<file path="src/rtl/keypad_pkg.sv">
// Shared key map for the 4x3 keypad scanner: key codes, key indices and helpers.
package keypad_pkg;

    localparam logic [3:0] KEY_0    = 4'd0;
    localparam logic [3:0] KEY_1    = 4'd1;
    localparam logic [3:0] KEY_2    = 4'd2;
    localparam logic [3:0] KEY_3    = 4'd3;
    localparam logic [3:0] KEY_4    = 4'd4;
    localparam logic [3:0] KEY_5    = 4'd5;
    localparam logic [3:0] KEY_6    = 4'd6;
    localparam logic [3:0] KEY_7    = 4'd7;
    localparam logic [3:0] KEY_8    = 4'd8;
    localparam logic [3:0] KEY_9    = 4'd9;
    localparam logic [3:0] KEY_STAR = 4'd10;
    localparam logic [3:0] KEY_HASH = 4'd11;

    localparam int IDX_0    = 10;
    localparam int IDX_8    = 7;
    localparam int IDX_STAR = 9;

    // Key index is row*3 + col; rows run 1-2-3 / 4-5-6 / 7-8-9 / *-0-#.
    function automatic logic [3:0] idx_to_code(input logic [3:0] idx);
        case (idx)
            4'd0:    return KEY_1;
            4'd1:    return KEY_2;
            4'd2:    return KEY_3;
            4'd3:    return KEY_4;
            4'd4:    return KEY_5;
            4'd5:    return KEY_6;
            4'd6:    return KEY_7;
            4'd7:    return KEY_8;
            4'd8:    return KEY_9;
            4'd9:    return KEY_STAR;
            4'd10:   return KEY_0;
            4'd11:   return KEY_HASH;
            default: return KEY_0;
        endcase
    endfunction

    function automatic logic [2:0] col_drive(input logic [1:0] col);
        return ~(3'b001 << col);
    endfunction

endpackage

</file>
<file path="src/rtl/keypad_debounce.sv">
// Single-key debouncer: stable state plus agreement counter, updated only on sample_en.
module keypad_debounce #(
    parameter int DEB_SCANS = 3
) (
    input  logic clk,
    input  logic rst,
    input  logic sample_en,
    input  logic pressed,
    output logic held,
    output logic rise
);

    localparam logic [2:0] DEB_LAST = 3'(DEB_SCANS - 1);

    logic [2:0] cnt;

    // Asserted during the sample cycle whose edge flips the stable state 0->1.
    assign rise = sample_en && pressed && !held && (cnt == DEB_LAST);

    always_ff @(posedge clk or posedge rst) begin
        if (rst) begin
            held <= 1'b0;
            cnt  <= 3'd0;
        end else if (sample_en) begin
            if (pressed == held) begin
                cnt <= 3'd0;
            end else if (cnt == DEB_LAST) begin
                held <= pressed;
                cnt  <= 3'd0;
            end else begin
                cnt <= cnt + 3'd1;
            end
        end
    end

endmodule

</file>
<file path="src/rtl/keypad_scan.sv">
// 4x3 keypad column scanner, row synchronizer, per-key debounce and press strobe.
// Optional autorepeat of the last strobed key when KEYPAD_AUTOREPEAT_EN is defined.
module keypad_scan
    import keypad_pkg::*;
#(
    parameter int DWELL      = 4,
    parameter int DEB_SCANS  = 3,
    parameter int REPEAT_DLY = 40,
    parameter int REPEAT_PER = 10
) (
    input  logic        clk,
    input  logic        rst,
    input  logic [3:0]  key_row,
    output logic [2:0]  key_col,
    output logic [11:0] key_held,
    output logic        key_press,
    output logic [3:0]  key_code,
    output logic        key0,
    output logic        key8,
    output logic        key_star
);

    localparam int              DW_W       = (DWELL > 1) ? $clog2(DWELL) : 1;
    localparam logic [DW_W-1:0] DWELL_LAST = DW_W'(DWELL - 1);

    logic [3:0]      row_sync_p0;
    logic [3:0]      row_sync_p1;
    logic [DW_W-1:0] dwell;
    logic [1:0]      col;
    logic [1:0]      col_nxt;
    logic            sample;
    logic [11:0]     rise;
    logic            hit;
    logic [3:0]      hit_idx;

    assign sample  = (dwell == DWELL_LAST);
    assign col_nxt = (col == 2'd2) ? 2'd0 : col + 2'd1;

    // Stage p0/p1: two-flop synchronizer for the asynchronous row lines.
    always_ff @(posedge clk or posedge rst) begin
        if (rst) begin
            row_sync_p0 <= 4'b1111;
            row_sync_p1 <= 4'b1111;
            dwell       <= '0;
            col         <= 2'd0;
            key_col     <= 3'b110;
        end else begin
            row_sync_p0 <= key_row;
            row_sync_p1 <= row_sync_p0;
            if (sample) begin
                dwell   <= '0;
                col     <= col_nxt;
                key_col <= col_drive(col_nxt);
            end else begin
                dwell <= dwell + 1'b1;
            end
        end
    end

    for (genvar k = 0; k < 12; k++) begin : g_key
        keypad_debounce #(
            .DEB_SCANS(DEB_SCANS)
        ) u_deb (
            .clk      (clk),
            .rst      (rst),
            .sample_en(sample && (col == 2'(k % 3))),
            .pressed  (~row_sync_p1[k / 3]),
            .held     (key_held[k]),
            .rise     (rise[k])
        );
    end

    // Only the sampled column can rise; the lowest index there is the lowest row.
    always_comb begin
        hit     = 1'b0;
        hit_idx = 4'd0;
        for (int i = 11; i >= 0; i--) begin
            if (rise[i]) begin
                hit     = 1'b1;
                hit_idx = 4'(i);
            end
        end
    end

`ifdef KEYPAD_AUTOREPEAT_EN
    localparam logic [15:0] SCAN_LAST = 16'(3 * DWELL - 1);
    localparam logic [15:0] DLY_SCANS = 16'(REPEAT_DLY);
    localparam logic [15:0] PER_SCANS = 16'(REPEAT_PER);

    logic        rpt_active;
    logic        rpt_first;
    logic [3:0]  rpt_idx;
    logic [15:0] rpt_cyc;
    logic [15:0] rpt_scans;

    always_ff @(posedge clk or posedge rst) begin
        if (rst) begin
            key_press  <= 1'b0;
            key_code   <= 4'd0;
            rpt_active <= 1'b0;
            rpt_first  <= 1'b0;
            rpt_idx    <= 4'd0;
            rpt_cyc    <= 16'd0;
            rpt_scans  <= 16'd0;
        end else if (hit) begin
            key_press  <= 1'b1;
            key_code   <= idx_to_code(hit_idx);
            rpt_active <= 1'b1;
            rpt_first  <= 1'b1;
            rpt_idx    <= hit_idx;
            rpt_cyc    <= 16'd0;
            rpt_scans  <= 16'd0;
        end else if (rpt_active && key_held[rpt_idx]) begin
            key_press <= 1'b0;
            if (rpt_cyc == SCAN_LAST) begin
                rpt_cyc <= 16'd0;
                if (rpt_scans + 16'd1 == (rpt_first ? DLY_SCANS : PER_SCANS)) begin
                    key_press <= 1'b1;
                    rpt_scans <= 16'd0;
                    rpt_first <= 1'b0;
                end else begin
                    rpt_scans <= rpt_scans + 16'd1;
                end
            end else begin
                rpt_cyc <= rpt_cyc + 16'd1;
            end
        end else begin
            key_press  <= 1'b0;
            rpt_active <= 1'b0;
        end
    end
`else
    logic unused_repeat_cfg;
    assign unused_repeat_cfg = ^{32'(REPEAT_DLY), 32'(REPEAT_PER)};

    always_ff @(posedge clk or posedge rst) begin
        if (rst) begin
            key_press <= 1'b0;
            key_code  <= 4'd0;
        end else begin
            key_press <= hit;
            if (hit) begin
                key_code <= idx_to_code(hit_idx);
            end
        end
    end
`endif

    assign key0     = key_held[IDX_0];
    assign key8     = key_held[IDX_8];
    assign key_star = key_held[IDX_STAR];

endmodule

</file>
<file path="config.mk">
export PLATFORM = sky130hd
export DESIGN_NAME = keypad_scan
export DESIGN_NICKNAME = d
export VERILOG_FILES = /design/src/rtl/keypad_pkg.sv /design/src/rtl/keypad_debounce.sv /design/src/rtl/keypad_scan.sv
export SDC_FILE = /design/constraint.sdc
export NUM_CORES = 1
export LEC_CHECK = 0
export CORE_MARGIN = 2
export CORE_UTILIZATION = 50
export DETAILED_ROUTE_END_ITERATION = 16
export PLACE_DENSITY = 0.74
export SETUP_SLACK_MARGIN = 0.2
export SLEW_MARGIN = 20
export SYNTH_ARGS = -nofsm -noshare
export SYNTH_HDL_FRONTEND = slang
export SYNTH_SLANG_ARGS = --single-unit
</file>
<file path="constraint.sdc">
create_clock -name clk -period 4.3 [get_ports clk]
set_clock_uncertainty 0.15 [all_clocks]
set_input_delay 0.86 -clock clk [delete_from_list [all_inputs] [get_ports clk]]
set_output_delay 0.86 -clock clk [all_outputs]
set_load 0.02 [all_outputs]
</file>
==> impl_metrics.toml, run 1 <==
[grt]
antenna_found_initial = 0
grt_overflow = 0
grt_use_total = 0.1961
grt_pass1_vias = 2385
grt_max_degree = 32
grt_pass1_wl_mm = 11.59

[synth]
synth_area_sq_um = 3510
synthFlopType = "dfrtp_1"
synth-seq-area-share = 0.4884
netlist_instances = 362
ys_ff_latch = 68
ys_warn_count = 0
syn-num-nets = 372
yosysUniqueCellTypes = 54
async_flop_share = 1.000
syn_avg_cell_area_sq_um = 9.695
synth-edff-count = 0

[worst_setup_path]
reg2reg_to = "key_code[3]$_DFFE_PP0P_"
endpoint_kind = "flop"
r2r_setup_slack_ns = 0.83
cp_num_buf_inv = 1
rr_startpoint = "dwell[0]$_DFF_PP0_"
r2r_cells = 10
cpMostUsedCell = "ha_1"
cp.depth = 10
crit_chain = "ha_1 > nand3b_1 > or4_4 > o32ai_2 > a211o_2 > and2_4 > inv_1 > ha_1 > or2_0 > a31oi_1"
cp_slowest_stage_delay_ns = 0.70
startpoint = "dwell[0]$_DFF_PP0_"
crit_family = "simple AND/OR/NAND/NOR gates"
critPathRequiredTime_ns = 4.41
crit_type = "reg -> reg"
slowest_stage = "or4_4"
path_max_fanout = 19
cp.arrival_ns = 3.58
cp-endpoint = "key_code[3]$_DFFE_PP0P_"
cp-start-kind = "flop"

[run_status]
outcome = "finished, final reports clean"

[timing]
period_needed_ns = 3.470
finalMaxSlewViolations = 0
setup_slack_ns = 0.8302
slew-limit-headroom = 0.5514
worst_slew_pin_slew_ns = 0.6708
finalHoldViolCount = 0
timing.fmax_mhz = 288.2
tns_ns = 0
fin_crit_sh = 0.8069
rsz0062_at_grt = "no"
finalSetupViolations = 0

[floorplanning]
die_area_sq_um = 7705
die_w_microns = 87.78
core_area_sq_um = 6794
die_y_microns = 87.78
start_util = 0.5166
row_count = 30
ios = 29

[place]
port-buffer-count = 28
routabilityCongestion = 0.8791
pre_cts_ws_ns = 0.8756
placed_cells = 460
dp_hpwl_mm = 4.766
place_area_sq_um = 3751

[finish]
drive_gt1_frac = 0.1263
layout_commonest_cell = "o21ai_0"
layout_common_cells = "o21ai_0, dfrtp_1, nand2_1"
nets = 385
syn_to_final_growth_pct = 13.33
num_antenna_cells = 0
stdcell_area_sq_um = 3978
layout.cells.non_filler = 476
nFillCells = 562

[power]
peakVddDrop_uv = 212.9
design_power_total_mw = 1.556
powerDensity_nw_per_um2 = 391.2
leakagePower_nw = 1.643

[clocking]
cts_buffers = 9
cts_setup_buffers = 0
cts.path.max_buffers = 2
htreeDepth = 3
cts_resized = 0
cts.sink_count = 68
hold_buffers = 0
path_clk_slew_ns = 0.08
root_buffer = "clkbuf_8"
clk_latency_ns = 0.34
cts_tree = "built"

[hold_path]
worstHoldPathType = "reg -> reg"

[detailed_routing]
drt-pass1-iter-count = 5
drc = 0
vias = 2678
wl_per_cell_microns = 14.72
post_drt_via_cell_ratio = 5.626
drt_iter0_drc = 133
wl_mm = 7.006
ant_nets = 0

[job]
cap_violations = 0
-- cell type report --
type | count | area [sq um] | share of cell area
tap | 96 | 120.1 | 0.03020
multi-input combinational | 255 | 1577 | 0.3964
inverter | 10 | 37.54 | 0.009437
sequential | 68 | 1714 | 0.4310
clock buffer | 11 | 141.4 | 0.03555
timing repair buffer | 31 | 302.8 | 0.07612
clock inverter | 5 | 85.08 | 0.02139
-- cells in the mapped netlist (2+ instances only) --
cell type | instances | share of area
nand3b_1 | 2 | 0.0043
o21ai_0 | 61 | 0.087
a21oi_4 | 2 | 0.0093
dfstp_2 | 10 | 0.075
nor2_1 | 18 | 0.019
nand3_1 | 3 | 0.0043
nand2b_1 | 11 | 0.020
or4_4 | 3 | 0.0096
a31oi_1 | 5 | 0.0089
dfrtp_1 | 58 | 0.41
nor3_1 | 8 | 0.011
a21oi_2 | 2 | 0.0050
nor3b_1 | 9 | 0.019
a21oi_1 | 13 | 0.019
nand2_1 | 43 | 0.046
buf_2 | 3 | 0.0043
xor2_1 | 12 | 0.030
ha_1 | 4 | 0.014
o41ai_1 | 9 | 0.022
o22ai_2 | 2 | 0.0071
nor2_2 | 2 | 0.0036
o31ai_1 | 11 | 0.024
inv_1 | 10 | 0.011
buf_4 | 14 | 0.030
clkbuf_1 | 9 | 0.0096
or4_1 | 8 | 0.017
buf_6 | 2 | 0.0064
nor4_1 | 2 | 0.0036
-- routing by layer --
layer	up-vias	global-route usage	wire length, microns
met3	9	0.04147	207
met5	-	0	0
met2	38	0.2968	3232
li1	1331	-	-
met4	0	0.09091	136
met1	1300	0.2716	3430
-- power breakdown --
| group | switching, mW | total (mW) | internal, mW | leakage (nW) |
|---|---|---|---|---|
| logic | 0.0985 | 0.184 | 0.0858 | 0.681 |
| registers | 0.0750 | 0.774 | 0.699 | 0.853 |
| clock network | 0.253 | 0.597 | 0.345 | 0.110 |
-- logic make-up (layout without fill, tap and decap cells) --
family,count (synthesis),count (layout),share of synthesized area
AOI/OAI and AO/OA,118,118,0.2168
DFF,68,68,0.4884
adders and majority gates,4,4,0.01426
and+or+nand+nor,121,121,0.1882
xor gates and xnor gates,12,12,0.02995
buffers and inverters,39,57,0.06239
-- worst reg2reg max path: cells and delay by family (launching register included) --
family | cells | cell delay, ns
AND/OR/NAND/NOR | 4 | 1.64
AO/OA/AOI/OAI | 3 | 0.59
adder cells (fa/ha/maj) | 2 | 0.60
buffers and inverters | 1 | 0.05
flip-flops | 1 | 0.36
-- metrics by stage --
stage          hold WS, ns    util
3_3_place_gp        0.1962  0.5521
4_1_cts             0.2084  0.5855
5_1_grt             0.2136  0.5855
3_5_place_dp        0.1968  0.5521
2_1_floorplan       0.1952       -
6_report            0.2079  0.5855
-- sequential cells by signal (all words and copies together), names as in the netlist --
| name | flops |
|---|---|
| col | 2 |
| dwell | 2 |
| g_key.u_deb.cnt | 36 |
| g_key.u_deb.held | 12 |
| key_code | 4 |
| key_col | 3 |
| key_press | 1 |
| row_sync_p0 | 4 |
| row_sync_p1 | 4 |
-- worst min path at each step --
stage                                  start                       end  depth (start not counted)
finish              row_sync_p0[2]$_DFF_PP1_  row_sync_p1[2]$_DFF_PP1_                          0
detailed placement  row_sync_p0[2]$_DFF_PP1_  row_sync_p1[2]$_DFF_PP1_                          0
floorplan           row_sync_p0[0]$_DFF_PP1_  row_sync_p1[0]$_DFF_PP1_                          0
global placement    row_sync_p0[1]$_DFF_PP1_  row_sync_p1[1]$_DFF_PP1_                          0
global route        row_sync_p0[2]$_DFF_PP1_  row_sync_p1[2]$_DFF_PP1_                          0
CTS                 row_sync_p0[2]$_DFF_PP1_  row_sync_p1[2]$_DFF_PP1_                          0
No activity file was read; power rests on OpenSTA's default activity.
==> run 2: changes to the inputs <==
--- a/config.mk
+++ b/config.mk
@@ -8,7 +8,7 @@
 export CORE_MARGIN = 2
 export CORE_UTILIZATION = 50
 export DETAILED_ROUTE_END_ITERATION = 16
-export PLACE_DENSITY = 0.74
+export PLACE_DENSITY = 0.77
 export SETUP_SLACK_MARGIN = 0.2
 export SLEW_MARGIN = 20
 export SYNTH_ARGS = -nofsm -noshare
==> constraint.sdc (replaced) <==
create_clock -name clk -period 2.9 [get_ports clk]
set_clock_uncertainty 0.15 [all_clocks]
set_input_delay 0.58 -clock clk [delete_from_list [all_inputs] [get_ports clk]]
set_output_delay 0.58 -clock clk [all_outputs]
set_load 0.02 [all_outputs]
==> run 2 against run 1 <==
Compared with the run above:
- worst setup slack worse by 0.63 ns
- critical endpoint is now key_code[0]$_DFFE_PP0P_
- via count is 2.5% higher
- largest cell class unchanged
- global-route usage is 0.61 points higher
- non-clock buffer count is 20 higher
- critical path depth is 1 higher
- count of clock-buffer cells in the layout is 4 higher
==> impl_metrics.toml, run 2 (same netlist as run 1, synthesis figures left out) <==
[finish]
largest_reg_flops = 36
num_antenna_cells = 0
drive_gt1_frac = 0.1850
reg_top3 = "g_key.u_deb.cnt x36, g_key.u_deb.held x12"
largest_register = "g_key.u_deb.cnt"
stdcell_area_sq_um = 4208
nFillCells = 534
nets = 405
syn_to_final_growth_pct = 19.89
layout_commonest_cell = "o21ai_0"
layout_common_cells = "o21ai_0, dfrtp_1, nand2_1"

[timing]
slew-limit-headroom = 0.5881
rsz0062_at_grt = "yes"
finalHoldViolCount = 0
finalSetupViolations = 0
tns_ns = 0
period_needed_ns = 2.704
timing.fmax_mhz = 369.8
fin_crit_sh = 0.9324
finalMaxSlewViolations = 0
worst_slew_pin_slew_ns = 0.6127

[floorplanning]
die_w_microns = 87.78
ios = 29
die_y_microns = 87.78
start_util = 0.5166
row_count = 30
die_area_sq_um = 7705
core_area_sq_um = 6794

[hold_path]
worstHoldPathType = "reg -> reg"

[detailed_routing]
wl_per_cell_microns = 14.57
drt-pass1-iter-count = 4
ant_nets = 0
vias = 2746
wl_mm = 7.228
post_drt_via_cell_ratio = 5.536
drt_iter0_drc = 155
drc = 0

[place]
place_area_sq_um = 3831
routabilityCongestion = 0.7906
dp_hpwl_mm = 4.754
port-buffer-count = 28

[worst_setup_path]
crit_type = "reg -> reg"
endpoint_kind = "flop"
cp-start-kind = "flop"
critPathRequiredTime_ns = 2.96
path_max_fanout = 3
cp.arrival_ns = 2.76

[grt]
antenna_found_initial = 0
grt_pass1_vias = 2562
grt_pass1_wl_mm = 12.01
grt_use_total = 0.2022
grt_overflow = 0
grt_max_degree = 69

[clocking]
cts.sink_count = 68
hold_buffers = 0
path_clk_slew_ns = 0.06
root_buffer = "clkbuf_8"
cts_buffers = 9
cts_tree = "built"
htreeDepth = 3
cts.path.max_buffers = 2
clk_latency_ns = 0.35

[power]
combinationalPowerShare = 0.128
p_sw_mw = 0.6038
p_clk_frac = 0.361
switching_share = 0.2691
p_seq_frac = 0.511
leakagePower_nw = 1.746
powerDensity_nw_per_um2 = 533.2
internal_power_mw = 1.640
peakVddDrop_uv = 241.5

[job]
cap_violations = 0

[run_status]
outcome = "finished, final reports clean"
==> run 2: cell types whose count changed in the layout (fill, tap and decap cells not counted), moves of 2 or more <==
cell	before	now
ha_4	0	2
clkinv_4	2	0
clkbuf_1	1	3
ha_1	4	2
clkbuf_8	10	12
or4_1	8	6
a21oi_4	2	4
or4_4	3	5
buf_4	3	20
==> run 2: stage by stage <==
| stage | cells | utilization | hold WS, ns | power [mW] | setup WS [ns] |
|---|---|---|---|---|---|
| floorplan | 362 | - | 0.1952 | 1.337 | 0.2924 |
| global placement | 469 | 0.5639 | 0.1956 | 1.428 | 0.1370 |
| detailed placement | 469 | 0.5639 | 0.1976 | 1.445 | 0.03441 |
| CTS | 494 | 0.6107 | 0.2075 | 2.255 | 0.1930 |
| global route | 496 | 0.6193 | 0.2117 | 2.344 | 0.09685 |
| finish | 496 | 0.6193 | 0.2072 | 2.244 | 0.1959 |
==> run 2: what timing repair did <==
item,CTS,global route
setup endpoints to repair,4,4
resized for setup,9,7
buffers inserted,9,2
pin swaps,5,4
==> run 2: worst paths after layout <==
| check | startpoint | end | slack (ns) | cells after the start |
|---|---|---|---|---|
| worst max-delay path | dwell[1]$_DFF_PP0_ | key_code[0]$_DFFE_PP0P_ | 0.20 | 11 |
| worst min-delay path | row_sync_p0[3]$_DFF_PP1_ | row_sync_p1[3]$_DFF_PP1_ | 0.21 | 0 |
| worst max register to register | dwell[1]$_DFF_PP0_ | key_code[0]$_DFFE_PP0P_ | 0.20 | 11 |
| worst min register to register | row_sync_p0[3]$_DFF_PP1_ | row_sync_p1[3]$_DFF_PP1_ | 0.21 | 0 |
| max in group asynchronous | rst | row_sync_p0[2]$_DFF_PP1_ | 1.79 | 3 |
| min in group asynchronous | rst | g_key[4].u_deb.cnt[0]$_DFFE_PP0N_ | 0.48 | 3 |
==> run 2: area by class of cell <==
class                   count  area, sq um  area share
clock buffers              15        176.4     0.04193
repair buffers             51        476.7      0.1133
well taps                  96        120.1     0.02855
inverters                  10        37.54    0.008921
multi-input cells         255         1653      0.3928
flip-flops and latches     68         1714      0.4074
clock inverters             1        30.03    0.007136
==> run 2: power groups by stage <==
stage               Sequential (mW)  Clock [mW]  Combinational [mW]
CTS                            1.15       0.821               0.288
detailed placement             1.16           0               0.284
floorplan                      1.14           0               0.194
finish                         1.15       0.809               0.287
global placement               1.15           0               0.273
global route                   1.16       0.863               0.319
==> run 2: routing by layer <==
| metal | up-vias | part of all wire | GRT usage |
|---|---|---|---|
| met3 | 13 | 0.037 | 0.05278 |
| li1 | 1358 | - | - |
| met4 | 0 | 0.023 | 0.09231 |
| met1 | 1328 | 0.48 | 0.2761 |
| met2 | 47 | 0.46 | 0.3030 |
| met5 | - | 0 | 0 |
==> run 2: critical path, stage by stage (launching register included) <==
cell,delay (ns)
dfrtp_1,0.38
ha_4,0.16
buf_6,0.10
or3b_4,0.38
or4_4,0.45
buf_4,0.16
a21oi_4,0.18
a21oi_4,0.07
ha_4,0.28
o21ai_2,0.06
o311ai_2,0.09
o21ai_2,0.10
